===== src/rtl/fighting_game_arena.sv =====
`timescale 1ns/1ps
`default_nettype none
// +--------------------------------------------------------------------+
// | fighting_game_arena                                                |
// | Two-player fighting core: positions, health, cooldown, match FSM.  |
// | Revision: 1.0                                                      |
// +--------------------------------------------------------------------+
module fighting_game_arena #(
    parameter int ARENA_W       = 8,
    parameter int LOC_W         = 3,
    parameter int HEALTH_MAX    = 7,
    parameter int HP_W          = 3,
    parameter int COOLDOWN      = 3,
    parameter int ROUNDS_TO_WIN = 2
) (
    input  logic             clk,
    input  logic             rst_n,
    input  logic [5:0]       right_player_input,
    input  logic [5:0]       left_player_input,
    output logic [LOC_W-1:0] right_player_location_out,
    output logic [HP_W-1:0]  right_player_health_out,
    output logic [LOC_W-1:0] left_player_location_out,
    output logic [HP_W-1:0]  left_player_health_out,
    output logic [1:0]       round_state,
    output logic [1:0]       round_winner,
    output logic [1:0]       left_wins,
    output logic [1:0]       right_wins
);
    localparam int CD_W = $clog2(COOLDOWN + 1);

    localparam logic [1:0]       c_IDLE       = 2'd0;
    localparam logic [1:0]       c_FIGHT      = 2'd1;
    localparam logic [1:0]       c_KO         = 2'd2;
    localparam logic [1:0]       c_MATCH      = 2'd3;
    localparam logic [LOC_W-1:0] c_RIGHT_HOME = LOC_W'(ARENA_W - 1);
    localparam logic [HP_W-1:0]  c_HP_FULL    = HP_W'(HEALTH_MAX);
    localparam logic [CD_W-1:0]  c_CD_LOAD    = CD_W'(COOLDOWN);
    localparam logic [1:0]       c_WINS_NEED  = 2'(ROUNDS_TO_WIN);

    logic [1:0]       r_state, w_state_nxt;
    logic [LOC_W-1:0] r_lloc, r_rloc, w_lloc_nxt, w_rloc_nxt, w_dist;
    logic [HP_W-1:0]  r_lhp, r_rhp, w_lhp_nxt, w_rhp_nxt;
    logic [CD_W-1:0]  r_lcd, r_rcd, w_lcd_nxt, w_rcd_nxt;
    logic [1:0]       r_winner, r_lwins, r_rwins, r_ko_cnt;
    logic [1:0]       w_dmg_to_l, w_dmg_to_r;
    logic             w_fight, w_ko_exit, w_match_done, w_ko;
    logic             w_l_ready, w_r_ready, w_l_kick, w_l_punch, w_r_kick, w_r_punch;
    logic             w_l_move, w_r_move, w_l_in, w_l_out, w_r_in, w_r_out;

    assign w_match_done = (r_lwins >= c_WINS_NEED) || (r_rwins >= c_WINS_NEED);

    always_ff @(posedge clk or negedge rst_n) begin
        if (!rst_n) begin
            r_state <= c_IDLE;
        end else begin
            r_state <= w_state_nxt;
        end
    end

    always_comb begin
        w_state_nxt = r_state;
        case (r_state)
            c_IDLE:  if (left_player_input[5] || right_player_input[5]) w_state_nxt = c_FIGHT;
            c_FIGHT: if (w_ko) w_state_nxt = c_KO;
            c_KO:    if (w_ko_exit) w_state_nxt = w_match_done ? c_MATCH : c_IDLE;
            default: w_state_nxt = r_state;
        endcase
    end

    always_comb begin
        w_fight     = (r_state == c_FIGHT);
        w_ko_exit   = (r_state == c_KO) && (r_ko_cnt == 2'd3);
        round_state = r_state;
    end

    // Both attacks resolve against the distance at the start of the cycle.
    always_comb begin
        w_dist    = r_rloc - r_lloc;
        w_l_ready = w_fight && (r_lcd == '0);
        w_r_ready = w_fight && (r_rcd == '0);
        w_l_kick  = w_l_ready && left_player_input[3];
        w_l_punch = w_l_ready && !left_player_input[3] && left_player_input[2];
        w_r_kick  = w_r_ready && right_player_input[3];
        w_r_punch = w_r_ready && !right_player_input[3] && right_player_input[2];
        w_l_move  = w_l_ready && !left_player_input[3] && !left_player_input[2]
                    && (left_player_input[0] ^ left_player_input[1]);
        w_r_move  = w_r_ready && !right_player_input[3] && !right_player_input[2]
                    && (right_player_input[0] ^ right_player_input[1]);
        w_l_in    = w_l_move && left_player_input[1];
        w_l_out   = w_l_move && left_player_input[0];
        w_r_in    = w_r_move && right_player_input[0];
        w_r_out   = w_r_move && right_player_input[1];

        w_dmg_to_r = 2'd0;
        if (w_l_kick && (w_dist <= LOC_W'(2)))
            w_dmg_to_r = right_player_input[4] ? 2'd1 : 2'd2;
        else if (w_l_punch && (w_dist <= LOC_W'(1)))
            w_dmg_to_r = right_player_input[4] ? 2'd0 : 2'd1;

        w_dmg_to_l = 2'd0;
        if (w_r_kick && (w_dist <= LOC_W'(2)))
            w_dmg_to_l = left_player_input[4] ? 2'd1 : 2'd2;
        else if (w_r_punch && (w_dist <= LOC_W'(1)))
            w_dmg_to_l = left_player_input[4] ? 2'd0 : 2'd1;

        w_lhp_nxt = (r_lhp <= HP_W'(w_dmg_to_l)) ? '0 : r_lhp - HP_W'(w_dmg_to_l);
        w_rhp_nxt = (r_rhp <= HP_W'(w_dmg_to_r)) ? '0 : r_rhp - HP_W'(w_dmg_to_r);
        w_ko      = (w_lhp_nxt == '0) || (w_rhp_nxt == '0);

        // Inward steps keep left < right; at distance 2 a mutual step cancels both.
        w_lloc_nxt = r_lloc;
        if (w_l_out && (r_lloc != '0))
            w_lloc_nxt = r_lloc - LOC_W'(1);
        else if (w_l_in && ((w_dist > LOC_W'(2)) || ((w_dist == LOC_W'(2)) && !w_r_in)))
            w_lloc_nxt = r_lloc + LOC_W'(1);

        w_rloc_nxt = r_rloc;
        if (w_r_out && (r_rloc != c_RIGHT_HOME))
            w_rloc_nxt = r_rloc + LOC_W'(1);
        else if (w_r_in && ((w_dist > LOC_W'(2)) || ((w_dist == LOC_W'(2)) && !w_l_in)))
            w_rloc_nxt = r_rloc - LOC_W'(1);

        w_lcd_nxt = (w_l_kick || w_l_punch) ? c_CD_LOAD :
                    (r_lcd != '0) ? r_lcd - CD_W'(1) : '0;
        w_rcd_nxt = (w_r_kick || w_r_punch) ? c_CD_LOAD :
                    (r_rcd != '0) ? r_rcd - CD_W'(1) : '0;
    end

    always_ff @(posedge clk or negedge rst_n) begin
        if (!rst_n) begin
            r_lloc   <= '0;
            r_rloc   <= c_RIGHT_HOME;
            r_lhp    <= c_HP_FULL;
            r_rhp    <= c_HP_FULL;
            r_lcd    <= '0;
            r_rcd    <= '0;
            r_winner <= 2'b00;
            r_lwins  <= 2'd0;
            r_rwins  <= 2'd0;
            r_ko_cnt <= 2'd0;
        end else begin
            case (r_state)
                c_FIGHT: begin
                    r_lloc <= w_lloc_nxt;
                    r_rloc <= w_rloc_nxt;
                    r_lhp  <= w_lhp_nxt;
                    r_rhp  <= w_rhp_nxt;
                    r_lcd  <= w_lcd_nxt;
                    r_rcd  <= w_rcd_nxt;
                    if (w_ko) begin
                        r_ko_cnt <= 2'd0;
                        if ((w_lhp_nxt == '0) && (w_rhp_nxt == '0)) begin
                            r_winner <= 2'b11;
                        end else if (w_lhp_nxt == '0) begin
                            r_winner <= 2'b10;
                            r_rwins  <= (r_rwins == 2'd3) ? 2'd3 : r_rwins + 2'd1;
                        end else begin
                            r_winner <= 2'b01;
                            r_lwins  <= (r_lwins == 2'd3) ? 2'd3 : r_lwins + 2'd1;
                        end
                    end
                end
                c_KO: begin
                    r_ko_cnt <= r_ko_cnt + 2'd1;
                    if (w_ko_exit) begin
                        if (w_match_done) begin
                            r_winner <= (r_lwins >= c_WINS_NEED) ? 2'b01 : 2'b10;
                        end else begin
                            r_lloc   <= '0;
                            r_rloc   <= c_RIGHT_HOME;
                            r_lhp    <= c_HP_FULL;
                            r_rhp    <= c_HP_FULL;
                            r_lcd    <= '0;
                            r_rcd    <= '0;
                            r_winner <= 2'b00;
                        end
                    end
                end
                default: begin
                end
            endcase
        end
    end

    assign left_player_location_out  = r_lloc;
    assign right_player_location_out = r_rloc;
    assign left_player_health_out    = r_lhp;
    assign right_player_health_out   = r_rhp;
    assign round_winner              = r_winner;
    assign left_wins                 = r_lwins;
    assign right_wins                = r_rwins;

endmodule
`default_nettype wire


===== config.mk =====
export PLATFORM = sky130hd
export DESIGN_NAME = fighting_game_arena
export DESIGN_NICKNAME = d
export VERILOG_FILES = /design/src/rtl/fighting_game_arena.sv
export SDC_FILE = /design/constraint.sdc
export NUM_CORES = 1
export LEC_CHECK = 0
export CAP_MARGIN = 10
export CORE_MARGIN = 2
export CORE_UTILIZATION = 25
export DETAILED_ROUTE_END_ITERATION = 8
export PLACE_DENSITY = 0.53
export SLEW_MARGIN = 25
export SYNTH_ARGS = -nofsm -noshare
export SYNTH_HDL_FRONTEND = slang
export SYNTH_SLANG_ARGS = --single-unit

===== constraint.sdc =====
create_clock -name clk -period 10.93 [get_ports clk]
set_clock_uncertainty 0.05 [all_clocks]
set_input_delay 1.6395 -clock clk [delete_from_list [all_inputs] [get_ports clk]]
set_output_delay 1.6395 -clock clk [all_outputs]
set_load 0.005 [all_outputs]

==> metrics.md <==
| Metric | Value |
|---|---|
| Status | `completed` |
| Hold_ws | `between 0.4 and 0.5 ns` |
| GPL Wtd Cong | `0.862` |
| Slowest stage delay, CP | `~0.89 ns` |
| Clock Tree Buf Depth | `2` |
| Startpoint types | `primary input` |
| Reg power frac | `between 20% and 30%` |
| # diodes | `0` |
| Post-synth top area cell | `dfrtp_1` |
| Required @ worst endpoint | `about 11 ns` |
| EDFF count, synth | `0` |
| DP Cell Count | `approximately 330` |
| R2R cell count | `12` |
| Psw | `about 310 uW` |
| RSZ-0062 raised after global routing | `false` |
| CP Capture Type | `flop` |
| Routed vias/inst | `4.80` |
| P per Cell Area | `between 300 and 400 nW/um^2` |
| Crit path arrival time | `between 4 and 5 ns` |
| Core area | `roughly 7300 sq um` |
| Synthesis warning total | `0` |
| Clock H-tree levels | `1` |
| R2r setup slk | `about 6.6 ns` |
| Hpwl dp | `between 3000 and 4000 um` |
| Worst Tran Pin Value | `0.937 ns` |
| CTS Root Cell | `clkbuf_8` |
| Routed Antenna Nets | `0` |
| Die H | `a little over 90 um` |
| Main flop type after synthesis | `dfrtp_1` |
| Max_cap viols | `0` |
| Die area | `slightly above 8000 sq um` |
| Mapped Area | `around 1900 sq um` |
| Post-route minimum period | `4.70 ns` |
| Die X | `approximately 90 um` |
| DR WL/cell | `~14 um` |
| Placed inst area | `about 2300 sq um` |
| IO buf count | `33` |
| Fin nets | `about 260` |
| Final slew viol count | `0` |
| Cts hold-fix bufs | `0` |
| Sum Neg Setup Slack | `0 ns` |
| Leak Pwr | `~0.00099 uW` |
| Combinational share of power | `61.8%` |
| Finished Cell Area | `about 2400 sq um` |
| Crit path max fanout | `10` |
| Async S/R FF share, synth | `100%` |
| Clock group share of total power | `between 8 and 9%` |
| Sink Count | `26` |
| CP Class | `in2reg` |
| Slowest-stage cell, CP | `a2111oi_2` |
| Setup-failing EPs final | `0` |
| Initial core utilization | `between 20% and 30%` |
| # DRC | `0` |
| CTS resizes | `0` |
| Fin cells | `around 330` |
| Share of cells above drive strength 1 | `between 10% and 20%` |
| Crit path cell chain | `clkdlybuf4s50_1 -> nor2_1 -> nand3_1 -> a21boi_0 -> ha_1 -> fa_1 -> nand2b_1 -> o21ai_0 -> a2111oi_2 -> o221ai_1 -> a221o_1` |
| Area fraction of the dominant cell type after synthesis | `between 20% and 30%` |
| Final hold violations | `0` |
| Worst VDD drop | `around 0.00013 V` |
| CTS tree | `yes` |
| Area grow syn2layout | `26.4%` |
| Post-route clock period utilization | `about 43%` |
| Detailed Routing Iterations Pass 1 | `4` |
| Initial antenna violation count | `0` |
| Internal power | `409 uW` |
| Number of global-route vias before repair | `around 1.6k` |
| Number of DRC markers in iteration 0 | `61` |
| Vias | `about 1.6k` |
| Clock Latency Late Sink | `0.27 ns` |
| #FFs+latches synth | `26` |
| Largest net degree at the start of global routing | `27` |
| Final Power | `just over 700 uW` |
| Part of the Yosys area used for sequential elements | `between 30% and 40%` |
| Final wirelength | `approximately 4500 um` |
| Post-synthesis cell type count | `52` |
| Post-Syn Instances | `between 150 and 200` |
| Max Fclk | `roughly 210 MHz` |
| Area contributors post-synth | `dfrtp_1 (23%), dfstp_2 (13%), ha_1 (6.6%), fa_1 (5.3%), nor2_1 (4.2%)` |
| Setup bufs post-CTS | `0` |
| GRT overflow | `0` |
| Sw Share | `between 40% and 50%` |
| Worst min-delay path class | `reg2reg` |
| Global-route wire length before repair | `8000 um` |
| Slew margin rel. | `~37%` |
| Post-synth net total | `approximately 230` |
| Row cnt | `31` |
| Clock-pin slew on the worst setup and hold paths | `~0.090 ns` |
| Hold path depth | `2` |
| Inserted Clock Buffers | `3` |
| GRT Total Usage | `between 10% and 20%` |
| Syn_area_per_cell | `between 9 and 10 sq um` |
| Top Ports | `34` |
placed cells by master (no fill, tap or decap), drive strengths merged, types with 3 or more instances in the layout:
master	synthesis	routed
clkdlybuf4s50	0	33
nor2	21	21
inv	18	18
dfrtp	17	17
o21ai	14	14
nand2	12	12
a21oi	10	10
ha	10	10
dfstp	9	9
nand3	5	5
nor2b	5	5
mux2i	5	5
fa	5	5
nand2b	4	4
clkbuf	1	4
a21o	4	4
mux2	4	4
nor3	3	3
a21boi	3	3
nand4b	3	3
nand3b	3	3
a221oi	3	3
a22oi	3	3
xnor2	3	3
logic make-up after synthesis:
logic type	share of synthesized area, %
DFF	35.1
buffers and inverters	4.65
muxes	5.05
xor gates and xnor gates	3.05
and+or+nand+nor	19.3
adders and majority gates	12.0
AOI/OAI and AO/OA	20.9
flip-flops by register name, indices dropped and copies added, names as in the netlist:
register / cells
left_player_health_out: 3
left_player_location_out: 3
right_player_health_out: 3
right_player_location_out: 3
left_wins: 2
r_ko_cnt: 2
r_lcd: 2
r_rcd: 2
right_wins: 2
round_state: 2
round_winner: 2
power by group through the flow:
stage               logic, uW  registers, uW  clock network [uW]
finish                    447            213                63.1
global placement          447            215                   0
global route              509            222                70.9
CTS                       453            214                67.7
detailed placement        450            215                   0
floorplan                 305            206                   0
cell type report:
cell class              instances  area (sq um)
clock buffers                   4          55.1
inverters                      18          67.6
flip-flops and latches         26           662
repair buffers                 34           338
multi-input cells             151          1130
well taps                      99           124
fillers                       801          4910
final timing paths:
path | startpoint | endpoint
worst max-delay path | right_player_input[3] | round_winner[0]
worst min-delay path | left_player_health_out[0] | left_player_health_out[0]
worst max register to register | right_player_location_out[0] | left_wins[0]
worst min register to register | left_player_health_out[0] | left_player_health_out[0]
max in group asynchronous | rst_n | right_player_health_out[1]
min in group asynchronous | rst_n | r_lcd[0]
cells in the mapped netlist, types with 2 or more instances:
master	count
nor2_1	21
mux2_2	2
nand3b_1	3
nand4_1	2
nand4b_1	3
nor2b_1	5
xnor2_1	3
nand2b_1	4
nor3_1	3
or2_2	2
mux2_1	2
mux2i_1	5
nor3b_1	2
nand3_1	5
o21ai_0	14
ha_1	10
a22o_1	2
a21o_1	3
inv_1	18
a21boi_0	3
o31ai_1	2
and3_1	2
a21oi_1	10
a221oi_1	3
nand2_1	12
dfstp_2	9
dfrtp_1	17
a22oi_1	3
fa_1	5
worst max-delay path: cells and delay by family:
family,cells,cell delay [ns]
buffers and inverters,1,0.55
AND/OR/NAND/NOR,3,0.26
AO/OA/AOI/OAI,5,1.74
adder cells (fa/ha/maj),2,0.62
metrics by stage:
stage | setup slack [ns] | utilization [%]
6_report | 6.23 | 32.7
5_1_grt | 5.91 | 32.7
4_1_cts | 6.25 | 32.7
3_5_place_dp | 5.96 | 31.9
3_3_place_gp | 5.99 | 31.9
2_1_floorplan | 6.86 | -
metal layers:
metal | wire [um] | global-route usage (%) | up-vias
li1 | - | - | 787
met1 | 2160 | 15.5 | 771
met2 | 2090 | 19.3 | 31
met3 | 199 | 3.01 | 6
met4 | 61 | 3.16 | 0
met5 | 0 | 0 | -
No activity file was read; power rests on OpenSTA's default activity.
